`config.mk`:
```
export PLATFORM = sky130hd
export DESIGN_NAME = branch_cond_unit
export DESIGN_NICKNAME = d
export VERILOG_FILES = /design/src/rtl/branch_cond_unit_pkg.sv /design/src/rtl/cond_eval.sv /design/src/rtl/branch_cond_unit.sv
export SDC_FILE = /design/constraint.sdc
export NUM_CORES = 1
export LEC_CHECK = 0
export BUFFER_PORTS_ARGS = -buffer_cell sky130_fd_sc_hd__buf_2
export CAP_MARGIN = 20
export CELL_PAD_IN_SITES_DETAIL_PLACEMENT = 0
export CELL_PAD_IN_SITES_GLOBAL_PLACEMENT = 1
export CORE_ASPECT_RATIO = 1.75
export CORE_MARGIN = 2
export CORE_UTILIZATION = 42
export CTS_CLUSTER_DIAMETER = 120
export DETAILED_ROUTE_END_ITERATION = 6
export GPL_ROUTABILITY_DRIVEN = 0
export PLACE_DENSITY_LB_ADDON = 0.3
export SYNTH_ARGS = -nofsm -noshare
export SYNTH_HDL_FRONTEND = slang
export SYNTH_HIERARCHICAL = 1
export SYNTH_SLANG_ARGS = --single-unit
```
`constraint.sdc`:
```
create_clock -name clk -period 3.35 [get_ports clk]
set_input_delay 0.5025 -clock clk [delete_from_list [all_inputs] [get_ports clk]]
set_output_delay 0.5025 -clock clk [all_outputs]
set_load 0.005 [all_outputs]
```
`src/rtl/branch_cond_unit_pkg.sv`:
```
// Shared types and status-word bit positions for the branch condition unit.
package branch_cond_unit_pkg;

  typedef enum logic [3:0] {
    CondEq = 4'h0,
    CondNe = 4'h1,
    CondCs = 4'h2,
    CondCc = 4'h3,
    CondMi = 4'h4,
    CondPl = 4'h5,
    CondVs = 4'h6,
    CondVc = 4'h7,
    CondHi = 4'h8,
    CondLs = 4'h9,
    CondGe = 4'hA,
    CondLt = 4'hB,
    CondGt = 4'hC,
    CondLe = 4'hD,
    CondAl = 4'hE,
    CondNv = 4'hF
  } cond_e;

  typedef enum logic [1:0] {
    BcuIdle  = 2'd0,
    BcuEval  = 2'd1,
    BcuIssue = 2'd2
  } bcu_state_e;

  localparam int unsigned FLAG_N_BIT = 31;
  localparam int unsigned FLAG_Z_BIT = 30;
  localparam int unsigned FLAG_C_BIT = 29;
  localparam int unsigned FLAG_V_BIT = 28;
  localparam int unsigned MODE_BIT   = 0;

endpackage

```
`src/rtl/cond_eval.sv`:
```
// Combinational condition-code evaluator; shared with predicated-execution logic.
// Optional feature: BCU_PRIV_CHECK_EN turns code F into "always, privileged".
module cond_eval
  import branch_cond_unit_pkg::*;
(
  input  cond_e cond,
  input  logic  n,
  input  logic  z,
  input  logic  c,
  input  logic  v,
  input  logic  mode,
  output logic  taken,
  output logic  fault
);

`ifndef BCU_PRIV_CHECK_EN
  logic unused_mode;
  assign unused_mode = mode;
`endif

  always_comb begin
    taken = 1'b0;
    fault = 1'b0;
    unique case (cond)
      CondEq: taken = z;
      CondNe: taken = !z;
      CondCs: taken = c;
      CondCc: taken = !c;
      CondMi: taken = n;
      CondPl: taken = !n;
      CondVs: taken = v;
      CondVc: taken = !v;
      CondHi: taken = c & !z;
      CondLs: taken = !c | z;
      CondGe: taken = (n == v);
      CondLt: taken = (n != v);
      CondGt: taken = !z & (n == v);
      CondLe: taken = z | (n != v);
      CondAl: taken = 1'b1;
      CondNv: begin
`ifdef BCU_PRIV_CHECK_EN
        taken = mode;
        fault = !mode;
`else
        taken = 1'b0;
`endif
      end
      default: taken = 1'b0;
    endcase
  end

endmodule

```
`src/rtl/branch_cond_unit.sv`:
```
// Multicycle branch condition resolver: IDLE -> EVAL (sample flags) -> ISSUE (handshake).
// Optional feature: BCU_PRIV_CHECK_EN enables the privileged code F and out_fault.
module branch_cond_unit
  import branch_cond_unit_pkg::*;
#(
  parameter int unsigned PC_W  = 32,
  parameter int unsigned OFF_W = 16
) (
  input  logic             clk,
  input  logic             rst_n,
  input  logic             req_valid,
  output logic             req_ready,
  input  logic [3:0]       req_cond,
  input  logic [PC_W-1:0]  req_pc,
  input  logic [OFF_W-1:0] req_off,
  input  logic             req_consume,
  input  logic             flush,
  input  logic [31:0]      status_reg,
  output logic             out_valid,
  input  logic             out_ready,
  output logic             out_taken,
  output logic [PC_W-1:0]  out_target,
  output logic             out_fault,
  output logic [3:0]       clr_flag
);

  bcu_state_e state_q, state_d;

  logic [3:0]       cond_q;
  logic [PC_W-1:0]  pc_q;
  logic [OFF_W-1:0] off_q;
  logic             consume_q;
  logic             taken_q;
  logic [PC_W-1:0]  target_q;
  logic             eval_taken, eval_fault;
  logic [PC_W-1:0]  off_ext, target_d;
  logic             accept, handshake;

  logic unused_status;
  assign unused_status = ^status_reg[FLAG_V_BIT-1:MODE_BIT+1];

  assign accept    = (state_q == BcuIdle) && req_valid && !flush;
  assign handshake = (state_q == BcuIssue) && out_ready;

  always_comb begin
    state_d = state_q;
    unique case (state_q)
      BcuIdle:  if (accept) state_d = BcuEval;
      BcuEval:  state_d = BcuIssue;
      BcuIssue: if (out_ready) state_d = BcuIdle;
      default:  state_d = BcuIdle;
    endcase
    if (flush) state_d = BcuIdle;
  end

  cond_eval u_cond_eval (
    .cond  (cond_e'(cond_q)),
    .n     (status_reg[FLAG_N_BIT]),
    .z     (status_reg[FLAG_Z_BIT]),
    .c     (status_reg[FLAG_C_BIT]),
    .v     (status_reg[FLAG_V_BIT]),
    .mode  (status_reg[MODE_BIT]),
    .taken (eval_taken),
    .fault (eval_fault)
  );

  // Word offset, sign-extended then scaled to bytes; the sum wraps modulo 2^PC_W.
  assign off_ext  = PC_W'($signed(off_q));
  assign target_d = pc_q + PC_W'(4) + (off_ext << 2);

  always_ff @(posedge clk or negedge rst_n) begin
    if (!rst_n) begin
      state_q   <= BcuIdle;
      cond_q    <= 4'h0;
      pc_q      <= '0;
      off_q     <= '0;
      consume_q <= 1'b0;
      taken_q   <= 1'b0;
      target_q  <= '0;
    end else begin
      state_q <= state_d;
      if (accept) begin
        cond_q    <= req_cond;
        pc_q      <= req_pc;
        off_q     <= req_off;
        consume_q <= req_consume;
      end
      if (state_q == BcuEval && !flush) begin
        taken_q  <= eval_taken;
        target_q <= target_d;
      end
    end
  end

`ifdef BCU_PRIV_CHECK_EN
  logic fault_q;
  always_ff @(posedge clk or negedge rst_n) begin
    if (!rst_n) begin
      fault_q <= 1'b0;
    end else if (state_q == BcuEval && !flush) begin
      fault_q <= eval_fault;
    end
  end
  assign out_fault = fault_q;
`else
  logic unused_fault;
  assign unused_fault = eval_fault;
  assign out_fault    = 1'b0;
`endif

  assign req_ready  = (state_q == BcuIdle);
  assign out_valid  = (state_q == BcuIssue);
  assign out_taken  = taken_q;
  assign out_target = target_q;

  // A faulting branch is never taken, so it can never request a clear.
  always_comb begin
    clr_flag = 4'h0;
    if (handshake && !flush && consume_q && taken_q) clr_flag = 4'hF;
  end

endmodule

```
Word-level counts from Yosys, hierarchy flattened --
Index checks and enable logic that the tools add are counted.
Storage, ports and cells: register bits after elaboration 88, input port bits 90, logic and storage cells 55, output and inout port bits 40
Cells by class: bitwise gates (word level) 4, mux-type cells 6, equality and inequality tests 21, $add $sub $neg 2, reductions and logical operators 15
Operator list (number):
- $add A32 B3 Y32 const B | 1
- $add A32 B32 Y32 | 1
- $eq A4 B4 Y1 const B | 8
- $eq A4 B3 Y1 const B | 4
- $pmux W1 S16 | 1
- $eq A4 B2 Y1 const B | 2
- $logic_and A1 B1 Y1 | 7
- $mux W2 | 3
- $pmux W2 S3 | 1
- $logic_not A1 Y1 | 5
- $eq A4 B1 Y1 const B | 1
- $logic_not A4 Y1 | 1
- $mux W4 | 1
- $ne A3 B1 Y1 const B | 1
- $ne A3 B2 Y1 const B | 1
- $and A1 B1 Y1 | 2
- $eq A2 B1 Y1 const B | 1
- $eq A2 B2 Y1 const B | 1
- $logic_not A2 Y1 | 1
- $or A1 B1 Y1 | 2
- $reduce_and A2 Y1 | 1
- $eq A1 B1 Y1 | 1
- $ne A1 B1 Y1 | 1

Logic depth before layout (Yosys ltp) --
Gate-level depths: netlist (run 1).
depth in word-level cells 6, gate-level depth with buffers 13, mapped depth without buffers 13

Cells and area by module --
The synthesis (run 1) kept the hierarchy.
Modules (own cells, without submodules):
- branch_cond_unit | instances 1, area an instance 5223.8 sq um, cells each 478, seq. area each 2202.1 sq um
- cond_eval | instances 1, area an instance 166.4 sq um, cells each 25, seq. area each 0.0 sq um

Worst setup path after synthesis (run 1) --
No wires, ideal clock.
path kind register -> register, from register pc_q[3], to register target_q[31] (netlist: out_target[31]), library setup time 0.121 ns, slack 0.702 ns, clock period less this slack 2.648 ns, data required time 3.229 ns, arrival time 2.527 ns, stages on the path, launching flop included 12, cell sequence dfrtp_1 ha_1 ha_1 fa_1 a21oi_1 nand4b_1 a21boi_2 o311ai_2 o211ai_2 a221oi_2 xnor2_1 o21ai_1
Between the ends: word-level cells in the longest chain between the ends 2
RTL lines:
- start: declaration | line branch_cond_unit.sv:30 | logic [PC_W-1:0] pc_q;
- start signal: assignment | line branch_cond_unit.sv:84 | pc_q <= req_pc;
- $add A32 B3 Y32 | line branch_cond_unit.sv:69 | assign target_d = pc_q + PC_W'(4) + (off_ext << 2);
- $add A32 B32 Y32 | line branch_cond_unit.sv:69
- end signal: assignment | line branch_cond_unit.sv:90 | target_q <= target_d;
- end: declaration | line branch_cond_unit.sv:34 | logic [PC_W-1:0] target_q;
No other way between the ends. A chain may end at the register's enable or synchronous reset.

Final worst setup path (run 1) --
from register off_q[15], to register target_q[30] (netlist: out_target[30])
Between the ends: word-level cells in the longest chain between the ends 1
RTL lines:
- start: declaration | line branch_cond_unit.sv:31 | logic [OFF_W-1:0] off_q;
- start signal: assignment | line branch_cond_unit.sv:85 | off_q <= req_off;
- $add A32 B32 Y32 | line branch_cond_unit.sv:69
No other way between the ends.

==> impl_results.md, run 1 <==
- Outcome: finished clean
- Min-Delay Path Class: input port to asynchronous set/reset pin
- Cell Rows: 54
- IO buf count: 100
- Slowest-stage cell, CP: dfrtp_1
- Total number of vias: 3962
- CTS tree: yes
- Initial Utilization: between 40% and 50%
- Maxcap violations: 0
- Post-DRT Antenna Nets: 0
- Antenna cell count: 0
- Max clock buf depth: 2
- Worst-Skew Late Latency: 0.34 ns
- Layout overhead on the synthesized area: 16.8%
- Vias in the first global route: 4182
- Remaining global-route overflow: 0
- Total GRT Usage: 17.7%
- Setup crit start kind: register
- Largest net degree at the start of global routing: 56
- Placed inst area: 5990 um^2
- Period utilization: 89.1%
- Hold Fails Final Rpt: 0
- Post-route minimum period: 2.99 ns
- # hold bufs at CTS: 0
- Post-route cell area: 6280 um^2
- Most common cell type on the critical path: ha_1
- First-pass GRT wire length: 19.2 mm
- Relative slew margins: between 30% and 40%
- Root buffer cell: clkbuf_16
- Net count, final: 741
- Drt wl/cell: 14.9 um
- Power per cell area: 789 nW/um^2
- Final-report max-slew violation count: 0
- CP Class: register to register
- Fmax: 335 MHz
- Syn Area/Cell: 10.7 um^2
- Cell area after synthesis: 5380 um^2
- Crit path max-delay family: compound AO/OA/AOI/OAI gates
- Final setup skew: 0.00908 ns
- Worst path bufs/invs: 0
- CP max stage delay: between 0.6 and 0.7 ns
- Post-CTS Setup Bufs: 0
- Num ports: 130
- H-tree level count: 3
- 1st-iter DRT viols: 147
- Detailed placement HPWL: 8.75 mm
- Max VDD drop: roughly 320 uV
- Worst-Margin Slew: 1.00 ns
- Synthesis warning total: 6
- Data required time of the worst path: 3.57 ns
- Cells after synthesis: 501
- Worst-path cell chain: ha_1 -> ha_1 -> nand2_1 -> o31ai_1 -> o21ba_1 -> o21a_1 -> nor2_2 -> o21ai_1 -> mux2_1
- Share of layout cells above drive strength 1: 32.8%
- Die area: 13800 um^2
- Max FO, Critical Path: 12
- # setup viols final: 0
- CTS clk-pin slew, worst paths: 0.06 ns
- Pleak: 3.05 nW
- Most frequent cells in the layout: buf_2 (99), dfrtp_1 (88), nand2_1 (66), ha_1 (57), mux2_2 (52)
- CTS resizes: 0
- Final hold slack: 0.151 ns
- Initial antenna violation count: 0
- Worst Path Arrival: between 3 and 4 ns
- First drt pass iteration count: 4
- Most common cell after layout, fill and taps aside: buf_2
- Routed WL: 11.4 mm
- Core area: 12500 um^2
- Setup TNS: 0 ns
- Die X: a little under 90 um
- Chip height: approximately 150 um
- TritonCTS Buffers: 9
- Worst setup EP type: register
- Num Clock Sinks: slightly below 90
- Unrepaired setup endpoints after global routing: false
- DR DRC count: 0
- Routed vias/inst: 5.17
- Syn nets: between 600 and 700
==> layout make-up <==
cell class                      instances  area, um^2
Clock inverter                          4        27.5
Multi-Input combinational cell        379        2990
Fill cell                            1216        6220
Tap cell                              168         210
Clock buffer                           12         267
Timing Repair Buffer                  105         553
Sequential cell                        88        2200
Inverter                               10        37.5
==> worst reg2reg max path: stages, from the launching register on <==
cell,delay [ns]
dfrtp_1,0.65
ha_1,0.34
ha_1,0.44
nand2_1,0.17
o31ai_1,0.39
o21ba_1,0.16
o21a_1,0.13
nor2_2,0.05
o21ai_1,0.21
mux2_1,0.34
==> flip-flops by register name, summed over array words and instances, names as in the netlist <==
register    flops
off_q          16
pc_q           32
state_q         2
cond_q          4
consume_q       1
out_taken       1
out_target     32
==> through the flow <==
| stage | total power, W | instances | util, % | setup WS [ns] |
|---|---|---|---|---|
| 2_1_floorplan | 0.00337 | 501 | - | 0.702 |
| 5_1_grt | 0.00540 | 766 | 50.3 | 0.146 |
| 3_5_place_dp | 0.00402 | 750 | 47.9 | 0.347 |
| 6_report | 0.00496 | 766 | 50.3 | 0.364 |
| 4_1_cts | 0.00503 | 766 | 50.3 | 0.315 |
| 3_3_place_gp | 0.00397 | 750 | 47.9 | 0.373 |
==> final timing paths <==
path	cells after the start	to	slack (ns)	startpoint
setup / recovery	9	out_target[30]	0.36	off_q[15]
hold / removal	1	pc_q[22]	0.15	rst_n
setup reg to reg	9	out_target[30]	0.36	off_q[15]
hold reg to reg	2	out_target[20]	0.47	out_target[20]
max in group asynchronous	2	off_q[3]	2.56	rst_n
min in group clk	2	pc_q[22]	0.39	req_pc[22]
==> where the power goes <==
part	total, W	switching [W]	internal (W)
registers	0.00159	0.000199	0.00139
clock network	0.000973	0.000410	0.000563
logic	0.00240	0.00130	0.00110
total	0.00496	0.00191	0.00305
==> metal layers <==
layer	vias up	track usage, %	routed length (um)	share of wire, %
li1	1973	-	-	-
met2	79	32.2	6320	55
met5	-	0	0	0
met1	1897	19.7	4500	39
met4	0	5.26	165	1.4
met3	13	3.97	428	3.7
Note: power is estimated with default switching activity, not from simulation.
==> run 2, diff against run 1 <==
CORE_MARGIN = 5   (was 2)
CORE_UTILIZATION = 38   (was 42)
clock period = 2.7 ns   (was 3.35 ns; I/O delays follow)
==> run 2 against run 1 <==
  * The run now ends with negative setup slack left
  * Maximum frequency rose by 10%
  * Global-route usage fell by 2.6 points
  * Via count rose by 4.6%
  * Highest routed layer unchanged
==> impl_results.md, run 2 (synthesis gave the netlist of run 1 again) <==
- Post-route minimum period: 2.71 ns (was 2.99 ns)
- Fin worst setup slack: -0.00819 ns (was 0.364 ns)
- Final hold slack: 0.0389 ns (was 0.151 ns)
- Maxcap violations: 0 (unchanged)
- Max VDD drop: 462 uV (was 317 uV)
- Core area: 13900 um^2 (was 12500 um^2)
- Final setup skew: 0.00754 ns (was 0.00908 ns)
- Largest net degree at the start of global routing: 50 (was 56)
- Setup TNS: -0.00819 ns (was 0 ns)
- Remaining global-route overflow: 0 (unchanged)
- Worst-Skew Late Latency: 0.34 ns (about the same)
- Crit path max-delay family: compound AO/OA/AOI/OAI gates (unchanged)
- Outcome: finished with violations (was finished clean)
- Worst-Margin Slew: 0.581 ns (was 1.00 ns)
- 1st-iter DRT viols: 73 (was 147)
- Cell Rows: 57 (was 54)
- Relative slew margins: 61.1% (was 33.1%)
- Hold Fails Final Rpt: 0 (unchanged)
- Max FO, Critical Path: 2 (was 12)
- Drt wl/cell: 15.5 um (was 14.9 um)
- Data required time of the worst path: 2.90 ns (was 3.57 ns)
- Routed vias/inst: 5.07 (was 5.17)
- Pre-CTS setup slack: -0.244 ns (was 0.347 ns)
- Failing checks: negative setup slack
- CP max stage delay: 0.41 ns (was 0.65 ns)
- CTS tree: yes (unchanged)
- Pleak: 3.28 nW (was 3.05 nW)
- Final Util: 49.8% (was 50.3%)
- Num Clock Sinks: 88 (unchanged)
- Antenna cell count: 0 (unchanged)
- Slowest-stage cell, CP: dfrtp_1 (unchanged)
- DR DRC count: 0 (unchanged)
- Total GRT Usage: 15.1% (was 17.7%)
- CTS clk-pin slew, worst paths: 0.07 ns (was 0.06 ns)
- Total power: 0.00717 W (was 0.00496 W)
- Critical R2R Capture: out_target[31] (was out_target[30])
- Worst setup EP type: register (unchanged)
- Worst-path cell chain: ha_4 -> ha_4 -> fa_2 -> a21oi_2 -> nand4b_1 -> a21boi_2 -> o311ai_4 -> o211ai_2 -> a221oi_2 -> xnor2_1 -> o21ai_1 (was ha_1 -> ha_1 -> nand2_1 -> o31ai_1 -> o21ba_1 -> o21a_1 -> nor2_2 -> o21ai_1 -> mux2_1)
- Initial antenna violation count: 0 (unchanged)
- Net count, final: 784 (was 741)
- Post-DRT Antenna Nets: 0 (unchanged)
- Min-Delay Path Class: input port to asynchronous set/reset pin (unchanged)
- Max clock buf depth: 2 (unchanged)
- Die X: 99.9 um (was 89.5 um)
- Root buffer cell: clkbuf_16 (unchanged)
- H-tree level count: 3 (unchanged)
- IO buf count: 100 (unchanged)
- Most common cell type on the critical path: ha_4 (was ha_1)
- Worst Path Arrival: 2.91 ns (was 3.21 ns)
- Initial Utilization: 38.7% (was 43.0%)
- Setup crit start kind: register (unchanged)
- Num ports: 130 (unchanged)
- FF-to-FF setup slack: -0.008 ns (was 0.36 ns)
- Power per cell area: 1030 nW/um^2 (was 789 nW/um^2)
- CP Class: register to register (unchanged)
- Routed WL: 12.7 mm (was 11.4 mm)
- TritonCTS Buffers: 9 (unchanged)
- Fillers: 1316 (was 1216)
- Reg2reg path depth: 11 (was 9)
- Worst path bufs/invs: 0 (unchanged)
- Chip height: 167 um (was 154 um)
- Most common cell after layout, fill and taps aside: buf_2 (unchanged)
- Die area: 16700 um^2 (was 13800 um^2)
- Unrepaired setup endpoints after global routing: true (was false)
- # setup viols final: 1 (was 0)
- Share of layout cells above drive strength 1: 42.7% (was 32.8%)
- Most frequent cells in the layout: buf_2 (99), dfrtp_1 (87), nand2_1 (64), mux2_2 (52), buf_4 (47) (was buf_2 (99), dfrtp_1 (88), nand2_1 (66), ha_1 (57), mux2_2 (52))
- First drt pass iteration count: 4 (unchanged)
- Vias in the first global route: 4434 (was 4182)
- Fmax: 369 MHz (was 335 MHz)
- FF-to-FF Start: pc_q[3] (was off_q[15])
- Layout overhead on the synthesized area: 28.9% (was 16.8%)
- Period utilization: 100% (was 89.1%)
- Final-report max-slew violation count: 0 (unchanged)
- First-pass GRT wire length: 20.4 mm (was 19.2 mm)
- Total number of vias: 4143 (was 3962)
- Detailed placement HPWL: 9.84 mm (was 8.75 mm)
-- run 2: per-stage QoR --
step | cells | area [um^2]
3_3_place_gp | 792 | 6250
4_1_cts | 811 | 6650
3_5_place_dp | 792 | 6250
5_1_grt | 817 | 6930
6_report | 817 | 6930
2_1_floorplan | 501 | 5380
-- run 2: layer usage --
metal	wire length (um)	share of wire, %	vias to the layer above	global-route usage, %
met4	289	2.3	0	5.71
met3	408	3.2	14	2.54
met5	0	0	-	0
met1	4770	38	2001	16.1
li1	-	-	2066	-
met2	7210	57	62	28.8
-- run 2: repair_timing --
action	CTS	global route
buffers inserted	4	6
resized for setup	11	39
setup endpoints to repair	13	15
hold buffers	0	0
pin swaps	10	17
-- run 2: worst max-delay path by stage --
stage	start	endpoint	slack, ns	cells after the start
2_1_floorplan	pc_q[3]	out_target[31]	0.05	11
3_3_place_gp	pc_q[3]	out_target[31]	-0.22	11
3_5_place_dp	pc_q[3]	out_target[31]	-0.24	11
4_1_cts	off_q[1]	out_target[31]	-0.12	11
5_1_grt	off_q[0]	out_target[31]	-0.12	13
6_report	pc_q[3]	out_target[31]	-0.008	11
-- run 2: power breakdown --
group	total (W)	switching [W]	leakage, nW	internal, W
Sequential	0.00199	0.000270	1.06	0.00172
Clock	0.00134	0.000528	0.149	0.000812
Combinational	0.00384	0.00188	2.07	0.00196
Total	0.00717	0.00268	3.28	0.00449
-- run 2: worst reg2reg max path, cell delays in order (launching register included) --
cell and delay [ns]:
dfrtp_1 0.41, ha_4 0.26, ha_4 0.16, fa_2 0.35
a21oi_2 0.17, nand4b_1 0.19, a21boi_2 0.12, o311ai_4 0.27
o211ai_2 0.13, a221oi_2 0.27, xnor2_1 0.15, o21ai_1 0.07
-- run 2: layout make-up --
class / instances / area [um^2] / share of cell area, %
multi-input combinational: 379 / 3270 / 47.2
sequential: 88 / 2200 / 31.8
timing repair buffer: 148 / 880 / 12.7
clock buffer: 9 / 225 / 3.25
tap: 177 / 221 / 3.19
clock inverter: 6 / 92.6 / 1.34
inverter: 10 / 37.5 / 0.542
==> run 3, diff against run 2 <==
ABC_AREA = 1   (was unset)
CORE_UTILIZATION = 35   (was 38)
==> run 3 against run 2 <==
  * The run now ends clean
  * Clock skew grew 0.0028 ns
  * Flip-flop and latch count is the same
  * Via count grew 30%
  * Critical path type unchanged
  * Critical endpoint is now out_target[25]
==> impl_results.md, run 3 <==
- Worst Setup EP: out_target[25] (was out_target[31])
- Routed vias/inst: 4.51 (was 5.07)
- Routed WL: 16.3 mm (was 12.7 mm)
- Largest net degree at the start of global routing: 52 (was 50)
- Total number of vias: 5399 (was 4143)
- Pre-CTS setup slack: 0.205 ns (was -0.244 ns)
- Power per cell area: 813 nW/um^2 (was 1030 nW/um^2)
- Pleak: 4.24 nW (was 3.28 nW)
- Syn Area/Cell: 6.92 um^2 (was 10.7 um^2)
- Most frequent cells in the layout: nand2_1 (421), inv_1 (105), buf_2 (99), dfrtp_1 (88), ha_1 (57) (was buf_2 (99), dfrtp_1 (87), nand2_1 (64), mux2_2 (52), buf_4 (47))
- Antenna cell count: 0 (unchanged)
- 1st-iter DRT viols: 192 (was 73)
- Remaining global-route overflow: 0 (unchanged)
- DR DRC count: 0 (unchanged)
- H-tree level count: 3 (unchanged)
- Drt wl/cell: 13.6 um (was 15.5 um)
- Maxcap violations: 0 (unchanged)
- CTS clk-pin slew, worst paths: 0.07 ns (about the same)
- Root buffer cell: clkbuf_16 (unchanged)
- CTS resizes: 0 (was 11)
- Num ports: 130 (unchanged)
- Data required time of the worst path: 2.94 ns (was 2.90 ns)
- Final-report max-slew violation count: 0 (unchanged)
- Cells after synthesis: 869 (was 501)
- Num Clock Sinks: 88 (unchanged)
- Total power: 0.00575 W (was 0.00717 W)
- First drt pass iteration count: 4 (unchanged)
- Setup crit start kind: register (unchanged)
- Unrepaired setup endpoints after global routing: false (was true)
- Worst setup EP type: register (unchanged)
- Post-route minimum period: 2.40 ns (was 2.71 ns)
- Share of layout cells above drive strength 1: 15.2% (was 42.7%)
- Relative slew margins: 55.9% (was 61.1%)
- CP Class: register to register (unchanged)
- Max VDD drop: 354 uV (was 462 uV)
- Max clock buf depth: 2 (unchanged)
- Die X: 109 um (was 99.9 um)
- Reg2reg path depth: 13 (was 11)
- CTS tree: yes (unchanged)
- Final Util: 41.7% (was 49.8%)
- Fmax: 416 MHz (was 369 MHz)
- Chip height: 183 um (was 167 um)
- FF-to-FF setup slack: 0.30 ns (was -0.008 ns)
- Detailed placement HPWL: 13.2 mm (was 9.84 mm)
- First-pass GRT wire length: 26.9 mm (was 20.4 mm)
- Setup TNS: 0 ns (was -0.00819 ns)
- Cell area after synthesis: 6010 um^2 (was 5380 um^2)
- Worst Path Arrival: 2.64 ns (was 2.91 ns)
- Total GRT Usage: 17.3% (was 15.1%)
- Hold Fails Final Rpt: 0 (unchanged)
- Fin worst setup slack: 0.298 ns (was -0.00819 ns)
- Final hold slack: 0.0107 ns (was 0.0389 ns)
- Layout overhead on the synthesized area: 17.5% (was 28.9%)
- Post-CTS Setup Bufs: 0 (was 4)
- Cell Rows: 63 (was 57)
- Initial antenna violation count: 0 (unchanged)
- Worst-Margin Slew: 0.662 ns (was 0.581 ns)
- Most common cell after layout, fill and taps aside: nand2_1 (was buf_2)
- # hold bufs at CTS: 0 (unchanged)
- Min-Delay Path Class: input port to asynchronous set/reset pin (unchanged)
- Die area: 20000 um^2 (was 16700 um^2)
- Core area: 16900 um^2 (was 13900 um^2)
- IO buf count: 100 (unchanged)
- Synthesis warning total: 6 (unchanged)
- Initial Utilization: 35.5% (was 38.7%)
- Outcome: finished clean (was finished with violations)
- Final setup skew: 0.0103 ns (was 0.00754 ns)
- Vias in the first global route: 5524 (was 4434)
- Net count, final: 1113 (was 784)
- # setup viols final: 0 (was 1)
- Syn nets: 1017 (was 649)
- Post-DRT Antenna Nets: 0 (unchanged)
- Worst-Skew Late Latency: 0.36 ns (was 0.34 ns)
- Worst Setup SP: pc_q[2] (was pc_q[3])
- TritonCTS Buffers: 9 (unchanged)
- Critical R2R Capture: out_target[25] (was out_target[31])
- Max FO, Critical Path: 4 (was 2)
- FF-to-FF Start: pc_q[2] (was pc_q[3])
- Period utilization: 88.9% (was 100%)
-- run 3: cell type report --
class / instances / area [um^2]
repair buffers: 106 / 586
well taps: 227 / 284
clock buffers: 10 / 239
multi-input cells: 650 / 3290
flip-flops and latches: 88 / 2200
inverters: 110 / 413
fillers: 1893 / 9880
clock inverters: 6 / 57.6
-- run 3: worst min-delay path by stage --
stage / end / slack, ns / startpoint
2_1_floorplan: cond_q[0] / 0.11 / rst_n
3_3_place_gp: pc_q[0] / 0.42 / rst_n
3_5_place_dp: out_target[0] / 0.43 / rst_n
4_1_cts: out_target[0] / 0.04 / rst_n
5_1_grt: out_target[0] / 0.06 / rst_n
6_report: out_target[0] / 0.01 / rst_n
-- run 3: power by group --
group	switching, W	leakage [nW]	internal [W]	total, W
Clock	0.000603	0.148	0.000675	0.00128
Sequential	0.000221	1.10	0.00170	0.00192
Combinational	0.00155	2.99	0.000998	0.00255
Total	0.00237	4.24	0.00337	0.00575
-- run 3: metal layers --
layer	GRT usage [%]	share of wire [%]	vias up
met5	0	0	-
met4	5.92	2.4	0
met3	2.40	2.4	14
met2	34.2	58	62
met1	18.0	37	2455
li1	-	-	2868
-- run 3: through the flow --
step           area [um^2]  instances
3_3_place_gp          6770       1181
5_1_grt               7070       1197
6_report              7070       1197
2_1_floorplan         6010        869
3_5_place_dp          6770       1181
4_1_cts               7060       1197
-- run 3: worst max-delay path: stages, from the launching register on --
cell and delay (ns):
dfrtp_1 0.37, inv_1 0.07, ha_1 0.23, inv_1 0.07
ha_1 0.22, fa_1 0.44, nand3_1 0.12, nand3_2 0.15
nand2_1 0.10, nand2_1 0.13, nand2_1 0.12, nand4_1 0.09
nand3_1 0.12, nand2_1 0.06
